`src/rtl/tmr_alu_health_monitor_pkg.sv`:
```
`default_nettype none
// +-----------------------------------------------------------------------+
// | tmr_health_pkg: shared types and blame classification for TMR monitor |
// | Rev 1.0                                                               |
// +-----------------------------------------------------------------------+
package tmr_health_pkg;

  localparam int CONSEC_W = 4;

  typedef enum logic [1:0] {
    HS_OK       = 2'b00,
    HS_DEGRADED = 2'b01,
    HS_FAILED   = 2'b10
  } health_t;

  typedef enum logic [2:0] {
    BL_NONE,
    BL_ALU1,
    BL_ALU2,
    BL_ALU3,
    BL_TRIPLE
  } blame_t;

  // The replica left out of the only matching pair is the one blamed.
  // Two matching pairs cannot happen with a real comparator, so it is treated as triple.
  function automatic blame_t classify_blame(input logic m12, input logic m13, input logic m23);
    case ({m12, m13, m23})
      3'b111:  classify_blame = BL_NONE;
      3'b100:  classify_blame = BL_ALU3;
      3'b010:  classify_blame = BL_ALU2;
      3'b001:  classify_blame = BL_ALU1;
      default: classify_blame = BL_TRIPLE;
    endcase
  endfunction

endpackage
`default_nettype wire

```
`src/rtl/tmr_alu_health_monitor_if.sv`:
```
`default_nettype none
// +-----------------------------------------------------------------------+
// | tmr_alu_health_monitor_if: match flags, clears and health outputs     |
// | Rev 1.0                                                               |
// +-----------------------------------------------------------------------+
interface tmr_alu_health_monitor_if #(
  parameter int CNT_W = 16
);
  logic             sample_valid;
  logic             alu1_alu2_match;
  logic             alu1_alu3_match;
  logic             alu2_alu3_match;
  logic             clear_stats;
  logic             clear_faults;
  logic [2:0]       fault_mask;
  logic [1:0]       health_state;
  logic [CNT_W-1:0] err_cnt1;
  logic [CNT_W-1:0] err_cnt2;
  logic [CNT_W-1:0] err_cnt3;
  logic             uncorrectable;
  logic             irq;

  modport master (
    output sample_valid, alu1_alu2_match, alu1_alu3_match, alu2_alu3_match,
    output clear_stats, clear_faults,
    input  fault_mask, health_state, err_cnt1, err_cnt2, err_cnt3,
    input  uncorrectable, irq
  );

  modport slave (
    input  sample_valid, alu1_alu2_match, alu1_alu3_match, alu2_alu3_match,
    input  clear_stats, clear_faults,
    output fault_mask, health_state, err_cnt1, err_cnt2, err_cnt3,
    output uncorrectable, irq
  );
endinterface
`default_nettype wire

```
`src/rtl/tmr_alu_health_monitor_tracker.sv`:
```
`default_nettype none
// +-----------------------------------------------------------------------+
// | tmr_replica_err_tracker: total/consecutive counters and fault flag    |
// | Rev 1.0                                                               |
// +-----------------------------------------------------------------------+
module tmr_replica_err_tracker
  import tmr_health_pkg::*;
#(
  parameter int CNT_W       = 16,
  parameter int PERM_THRESH = 4
) (
  input  wire logic             clk,
  input  wire logic             reset,
  input  wire logic             sample_i,
  input  wire logic             blamed_i,
  input  wire logic             clear_stats_i,
  input  wire logic             clear_faults_i,
  output logic      [CNT_W-1:0] total_o,
  output logic                  fault_o,
  output logic                  fault_next_o
);

  localparam logic [CNT_W-1:0]    TOTAL_MAX = '1;
  localparam logic [CONSEC_W-1:0] THRESH    = CONSEC_W'(PERM_THRESH);

  logic [CNT_W-1:0]    total_q, total_d;
  logic [CONSEC_W-1:0] consec_q, consec_d, consec_inc_w;
  logic                fault_q, fault_d, fault_set_w;

  always_comb begin
    total_d      = total_q;
    consec_d     = consec_q;
    consec_inc_w = (consec_q >= THRESH) ? THRESH : consec_q + CONSEC_W'(1);
    // The fault decision uses the incremented value even when a stats clear drops it.
    fault_set_w  = sample_i && blamed_i && (consec_inc_w == THRESH);
    if (sample_i) begin
      if (blamed_i) begin
        total_d  = (total_q == TOTAL_MAX) ? total_q : total_q + CNT_W'(1);
        consec_d = consec_inc_w;
      end else begin
        consec_d = '0;
      end
    end
    if (clear_stats_i) begin
      total_d  = '0;
      consec_d = '0;
    end
    fault_d = clear_faults_i ? 1'b0 : (fault_q | fault_set_w);
  end

  always_ff @(posedge clk or posedge reset) begin
    if (reset) begin
      total_q  <= '0;
      consec_q <= '0;
      fault_q  <= 1'b0;
    end else begin
      total_q  <= total_d;
      consec_q <= consec_d;
      fault_q  <= fault_d;
    end
  end

  assign total_o      = total_q;
  assign fault_o      = fault_q;
  assign fault_next_o = fault_d;

endmodule
`default_nettype wire

```
`src/rtl/tmr_alu_health_monitor.sv`:
```
`default_nettype none
// +-----------------------------------------------------------------------+
// | tmr_alu_health_monitor: classifies TMR disagreements, drives health   |
// | FSM, uncorrectable pulse and irq.  Rev 1.0                            |
// +-----------------------------------------------------------------------+
module tmr_alu_health_monitor
  import tmr_health_pkg::*;
#(
  parameter int CNT_W       = 16,
  parameter int PERM_THRESH = 4
) (
  input wire logic                clk,
  input wire logic                reset,
  tmr_alu_health_monitor_if.slave bus
);

  health_t          state_q, state_d;
  logic             uncorr_q, uncorr_d;
  logic             irq_q, irq_d;
  blame_t           blame_w;
  logic [2:0]       blamed_w;
  logic [2:0]       fault_mask_w;
  logic [2:0]       fault_next_w;
  logic [CNT_W-1:0] cnt_w [3];
  logic             healthy_pair_w;
  logic             uncorr_evt_w;
  logic [1:0]       pop_next_w;

  assign blame_w = bus.sample_valid
                 ? classify_blame(bus.alu1_alu2_match, bus.alu1_alu3_match, bus.alu2_alu3_match)
                 : BL_NONE;

  assign blamed_w[0] = (blame_w == BL_ALU1);
  assign blamed_w[1] = (blame_w == BL_ALU2);
  assign blamed_w[2] = (blame_w == BL_ALU3);

  generate
    for (genvar gi = 0; gi < 3; gi++) begin : g_tracker
      tmr_replica_err_tracker #(
        .CNT_W       (CNT_W),
        .PERM_THRESH (PERM_THRESH)
      ) u_tracker (
        .clk            (clk),
        .reset          (reset),
        .sample_i       (bus.sample_valid),
        .blamed_i       (blamed_w[gi]),
        .clear_stats_i  (bus.clear_stats),
        .clear_faults_i (bus.clear_faults),
        .total_o        (cnt_w[gi]),
        .fault_o        (fault_mask_w[gi]),
        .fault_next_o   (fault_next_w[gi])
      );
    end
  endgenerate

  assign pop_next_w = 2'(fault_next_w[0]) + 2'(fault_next_w[1]) + 2'(fault_next_w[2]);

  // With one replica out, only the pair formed by the other two still matters.
  always_comb begin
    healthy_pair_w = 1'b0;
    case (fault_mask_w)
      3'b100:  healthy_pair_w = bus.alu1_alu2_match;
      3'b010:  healthy_pair_w = bus.alu1_alu3_match;
      3'b001:  healthy_pair_w = bus.alu2_alu3_match;
      default: healthy_pair_w = 1'b0;
    endcase
  end

  always_comb begin
    uncorr_evt_w = 1'b0;
    if (bus.sample_valid) begin
      if (state_q == HS_DEGRADED) uncorr_evt_w = !healthy_pair_w;
      else                        uncorr_evt_w = (blame_w == BL_TRIPLE);
    end
  end

  always_ff @(posedge clk or posedge reset) begin
    if (reset) begin
      state_q  <= HS_OK;
      uncorr_q <= 1'b0;
      irq_q    <= 1'b0;
    end else begin
      state_q  <= state_d;
      uncorr_q <= uncorr_d;
      irq_q    <= irq_d;
    end
  end

  always_comb begin
    state_d = state_q;
    if (bus.clear_faults) begin
      state_d = HS_OK;
    end else begin
      case (state_q)
        HS_OK: begin
          if (pop_next_w >= 2'd2 || uncorr_evt_w) state_d = HS_FAILED;
          else if (pop_next_w == 2'd1)            state_d = HS_DEGRADED;
        end
        HS_DEGRADED: begin
          if (pop_next_w >= 2'd2 || uncorr_evt_w) state_d = HS_FAILED;
        end
        HS_FAILED: state_d = HS_FAILED;
        default:   state_d = HS_FAILED;
      endcase
    end
  end

  always_comb begin
    uncorr_d = uncorr_evt_w;
    irq_d    = irq_q | uncorr_evt_w | ((state_q == HS_OK) && (state_d != HS_OK));
    if (bus.clear_faults) irq_d = 1'b0;
  end

  assign bus.fault_mask    = fault_mask_w;
  assign bus.health_state  = state_q;
  assign bus.err_cnt1      = cnt_w[0];
  assign bus.err_cnt2      = cnt_w[1];
  assign bus.err_cnt3      = cnt_w[2];
  assign bus.uncorrectable = uncorr_q;
  assign bus.irq           = irq_q;

endmodule
`default_nettype wire

```
`src/flat_wrapper.sv`:
```
// flat-port wrapper written by rule: the top's interface ports become plain ports
module tmr_alu_health_monitor_flat import tmr_health_pkg::*;
#(
  parameter int CNT_W       = 16,
  parameter int PERM_THRESH = 4
)
  (clk, reset, bus_sample_valid, bus_alu1_alu2_match, bus_alu1_alu3_match, bus_alu2_alu3_match, bus_clear_stats, bus_clear_faults, bus_fault_mask, bus_health_state, bus_err_cnt1, bus_err_cnt2, bus_err_cnt3, bus_uncorrectable, bus_irq);
  tmr_alu_health_monitor_if #(.CNT_W(CNT_W)) bus_i ();
  input wire logic clk;
  input wire logic reset;
  input wire logic [$bits(bus_i.sample_valid)-1:0] bus_sample_valid;
  input wire logic [$bits(bus_i.alu1_alu2_match)-1:0] bus_alu1_alu2_match;
  input wire logic [$bits(bus_i.alu1_alu3_match)-1:0] bus_alu1_alu3_match;
  input wire logic [$bits(bus_i.alu2_alu3_match)-1:0] bus_alu2_alu3_match;
  input wire logic [$bits(bus_i.clear_stats)-1:0] bus_clear_stats;
  input wire logic [$bits(bus_i.clear_faults)-1:0] bus_clear_faults;
  output wire logic [$bits(bus_i.fault_mask)-1:0] bus_fault_mask;
  output wire logic [$bits(bus_i.health_state)-1:0] bus_health_state;
  output wire logic [$bits(bus_i.err_cnt1)-1:0] bus_err_cnt1;
  output wire logic [$bits(bus_i.err_cnt2)-1:0] bus_err_cnt2;
  output wire logic [$bits(bus_i.err_cnt3)-1:0] bus_err_cnt3;
  output wire logic [$bits(bus_i.uncorrectable)-1:0] bus_uncorrectable;
  output wire logic [$bits(bus_i.irq)-1:0] bus_irq;
  assign bus_i.sample_valid = bus_sample_valid;
  assign bus_i.alu1_alu2_match = bus_alu1_alu2_match;
  assign bus_i.alu1_alu3_match = bus_alu1_alu3_match;
  assign bus_i.alu2_alu3_match = bus_alu2_alu3_match;
  assign bus_i.clear_stats = bus_clear_stats;
  assign bus_i.clear_faults = bus_clear_faults;
  assign bus_fault_mask = bus_i.fault_mask;
  assign bus_health_state = bus_i.health_state;
  assign bus_err_cnt1 = bus_i.err_cnt1;
  assign bus_err_cnt2 = bus_i.err_cnt2;
  assign bus_err_cnt3 = bus_i.err_cnt3;
  assign bus_uncorrectable = bus_i.uncorrectable;
  assign bus_irq = bus_i.irq;
  tmr_alu_health_monitor #(.CNT_W(CNT_W), .PERM_THRESH(PERM_THRESH)) u_core (.clk(clk), .reset(reset), .bus(bus_i));
endmodule
```
`config.mk`:
```
export PLATFORM = sky130hd
export DESIGN_NAME = tmr_alu_health_monitor_flat
export DESIGN_NICKNAME = d
export VERILOG_FILES = /design/src/rtl/tmr_alu_health_monitor_pkg.sv /design/src/rtl/tmr_alu_health_monitor_if.sv /design/src/rtl/tmr_alu_health_monitor_tracker.sv /design/src/rtl/tmr_alu_health_monitor.sv /design/src/flat_wrapper.sv
export SDC_FILE = /design/constraint.sdc
export NUM_CORES = 1
export LEC_CHECK = 0
export ABC_AREA = 1
export CAP_MARGIN = 10
export CORE_ASPECT_RATIO = 1.4
export CORE_MARGIN = 3
export CORE_UTILIZATION = 46
export DETAILED_ROUTE_END_ITERATION = 10
export GPL_TIMING_DRIVEN = 0
export HOLD_SLACK_MARGIN = 0.05
export PLACE_DENSITY = 0.75
export SLEW_MARGIN = 40
export SYNTH_ARGS = -nofsm -noshare
export SYNTH_HDL_FRONTEND = slang
export SYNTH_HIERARCHICAL = 1
export SYNTH_SLANG_ARGS = --single-unit
```
`constraint.sdc`:
```
create_clock -name clk -period 2.18 [get_ports clk]
set_clock_uncertainty 0.1 [all_clocks]
set_input_delay 0.545 -clock clk [delete_from_list [all_inputs] [get_ports clk]]
set_output_delay 0.545 -clock clk [all_outputs]
set_load 0.05 [all_outputs]
```
==> results.ini <==
[status]
status=complete, but fails checks
violations=setup timing

[sta]
rsz0062_at_grt=true
min_period_ps=2220
tightestPinTransition_ps=739
fin_ws_ps=-44.1
slew_headroom=0.508
finalCritPeriodShare=1.02
finalSetupViolCount=1
fmax_mhz=450
final_hold_viol_count=0
slew_violations=0

[critical_path]
rr_startpoint=u_core/g_tracker[1].u_tracker/consec_q[0]
reg2reg_depth=9
startpoint_type=input port
crit_type=input port to flip-flop
r2r_end=u_core/bus.irq
critPathMaxFanout=4
crit_arrival_ps=2320
reg2reg_setup_slack_ps=-30
end_kind=flip-flop
required_ps=2280

[floorplan]
core.rowCount=41
die_area_mm2=0.0106
start_util=0.475
die_w_um=87.8
pin_count=63
die_y_um=121
coreArea_mm2=0.00908

[power]
pwr-share-clk=0.444
swShare=0.275
powerDensity_mw_per_mm2=552
p_seq_frac=0.429
pwr-share-comb=0.127
leakage_uw=0.00281
internal_power_uw=2220
ir_worst_vdd_v=0.000306
finalPower_uw=3060
power_switching_uw=840

[route]
num_vias=4238
post_drt_wl_per_cell_um=13.7
initialDrtViolationCount=314
postRouteAntennaNets=0
drc=0
via_per_inst=5.27
firstDrtPassIters=7
drt-total-wl_um=11000

[cts]
clk_pin_slew_ps=60
clockRootBuffer=clkbuf_16
clockBufferDepth=2
holdBufCountCts=0
cts_htree_levels=3
numClockSinks=67
numCtsBuffers=9
cts_tree=built
clock_latency_ps=320

[synth]
synthCells=600
synth_top_cell_area_share=0.389
ys_seq_area_frac=0.389
yosysTopAreaCell=dfrtp_1
synthDistinctLibCells=28
ys_ff_latch=67
syn_nets=615
synthTopCellsByArea=dfrtp_1 39%, nand2_1 15%, inv_1 7.7%
yosysWarnings=6
avgSynthCellArea_um2=7.19
synthesis.area_mm2=0.00431

[final_layout]
multi_input_area_mm2=0.00227
diodes=0
fin_nets=707
fillers=813
drive_gt1_frac=0.175
regArea_mm2=0.00168
final_util=0.610
area.growth.synth_to_final_pct=28.5
fin_area_mm2=0.00554

[grt]
grt_pass1_wl_um=18200
grt_use_total=0.212
overflow=0
grt_max_degree=22
grt_pass1_vias=4198
antenna_found_initial=0

[placement]
dpl_cell_area_mm2=0.00510
place_hpwl_um=7770
io_buffers=62
place_congestion=0.861

[hold_path]
hp-class=flip-flop to flip-flop
worstHoldStart=u_core/g_tracker[0].u_tracker/consec_q[3]
whs_path_depth=2
hold-path-endpoint=u_core/g_tracker[0].u_tracker/consec_q[3]

[job]
drv_cap=0

synthesized netlist by cell type:
library cell / n
ha_1: 6
xor2_1: 9
nand3_1: 62
nand2_2: 8
o22ai_1: 6
nor2_1: 65
fa_1: 1
dfrtp_1: 67
nand3_4: 3
buf_2: 3
inv_2: 3
a21oi_1: 12
o21bai_1: 6
buf_12: 3
or2_2: 6
nor2_2: 3
nand2_1: 172
o21ai_1: 3
a21oi_2: 1
inv_1: 88
nand4_1: 15
o21ai_2: 18
nand3_2: 6
nor2_4: 3
nor3_1: 5
nor4_1: 1
buf_6: 3
o21ai_0: 22
kinds of logic (layout without fill, tap and decap cells):
family,after synthesis,count (layout),synth area share
AO/OA/AOI/OAI,68,68,0.101
flip-flops,67,67,0.389
adder cells (fa/ha/maj),7,7,0.0220
AND/OR/NAND/NOR,349,349,0.366
buffers and inverters,100,197,0.104
XOR/XNOR,9,9,0.0183
area by class of cell:
type,instances,share of cell area
sequential,67,0.303
tap,107,0.0242
clock inverter,5,0.00497
multi-input combinational,433,0.409
clock buffer,11,0.0456
inverter,91,0.0639
buffer,9,0.0196
timing repair buffer,81,0.130
stage by stage:
stage	hold WS (ps)	setup slack (ps)	cells	TNS, ps
2_1_floorplan	211	-25.4	600	-25.4
3_3_place_gp	383	-1070	769	-17910
3_5_place_dp	386	-1130	769	-19090
4_1_cts	396	-89.8	798	-89.8
5_1_grt	428	-128	804	-186
6_report	397	-44.1	804	-44.1
power groups by stage:
stage          Clock (uW)  Combinational (uW)  Sequential, uW
3_5_place_dp            0                 378            1330
3_3_place_gp            0                 374            1330
2_1_floorplan           0                 157            1420
5_1_grt              1430                 417            1320
4_1_cts              1390                 365            1310
6_report             1360                 388            1310
per-layer routing:
metal  up-vias  part of all wire  global-route usage
met5         -                 0                   0
met4         0             0.022              0.0912
met3        26             0.045              0.0341
met2       141              0.54               0.382
met1      1975              0.40               0.241
li1       2096                 -                   -
how the worst max path moves through the flow:
stage                        start              to  slack (ps)  cells after the start
2_1_floorplan  bus_alu1_alu2_match  u_core/bus.irq         -30                     11
3_3_place_gp      bus_sample_valid  u_core/bus.irq       -1070                     12
3_5_place_dp      bus_sample_valid  u_core/bus.irq       -1130                     12
4_1_cts        bus_alu2_alu3_match  u_core/bus.irq         -90                     13
5_1_grt        bus_alu1_alu2_match  u_core/bus.irq        -130                     12
6_report       bus_alu2_alu3_match  u_core/bus.irq         -40                     13
critical path, stage by stage:
cell and delay [ps]:
buf_6 120, inv_4 60, nand2_4 50, nor3_4 200, nand2_2 80, inv_2 60
nand4_1 160, a21oi_2 230, fa_1 470, o21ai_2 150, nand2_1 70, nand2_1 70
a21oi_2 50
repair_timing:
item                                   in CTS  in global routing
endpoints found under the hold margin       0                  0
setup endpoints to repair                  69                  7
buffers inserted                           13                  6
gates resized for setup                    80                 28
pin swaps                                  12                 13
placed cells by master (no fill, tap or decap), types with 4 or more instances in the layout:
cell type and n:
ha_1 6, xor2_1 9, a21oi_1 9, nand3_2 6, inv_1 78, nor2_4 4, clkbuf_16 9, o21ai_2 19
nor2_1 64, o22ai_1 6, clkinv_2 4, nand2_2 11, buf_12 5, nand2_1 167, or2_2 6, inv_2 9
a21oi_2 4, buf_4 19, o21ai_0 21, buf_6 5, nand4_1 15, dlygate4sd2_1 53, nand3_1 62, dfrtp_1 67
o21bai_1 6, clkdlybuf4s50_1 4
flip-flops by register name, summed over array words and instances, names as in the netlist:
name	count
u_core/g_tracker.u_tracker/total_o	48
u_core/g_tracker.u_tracker/consec_q	12
u_core/g_tracker.u_tracker/fault_o	3
u_core/bus.health_state	2
u_core/bus.irq	1
u_core/bus.uncorrectable	1
No activity file was read; power rests on OpenSTA's default activity.
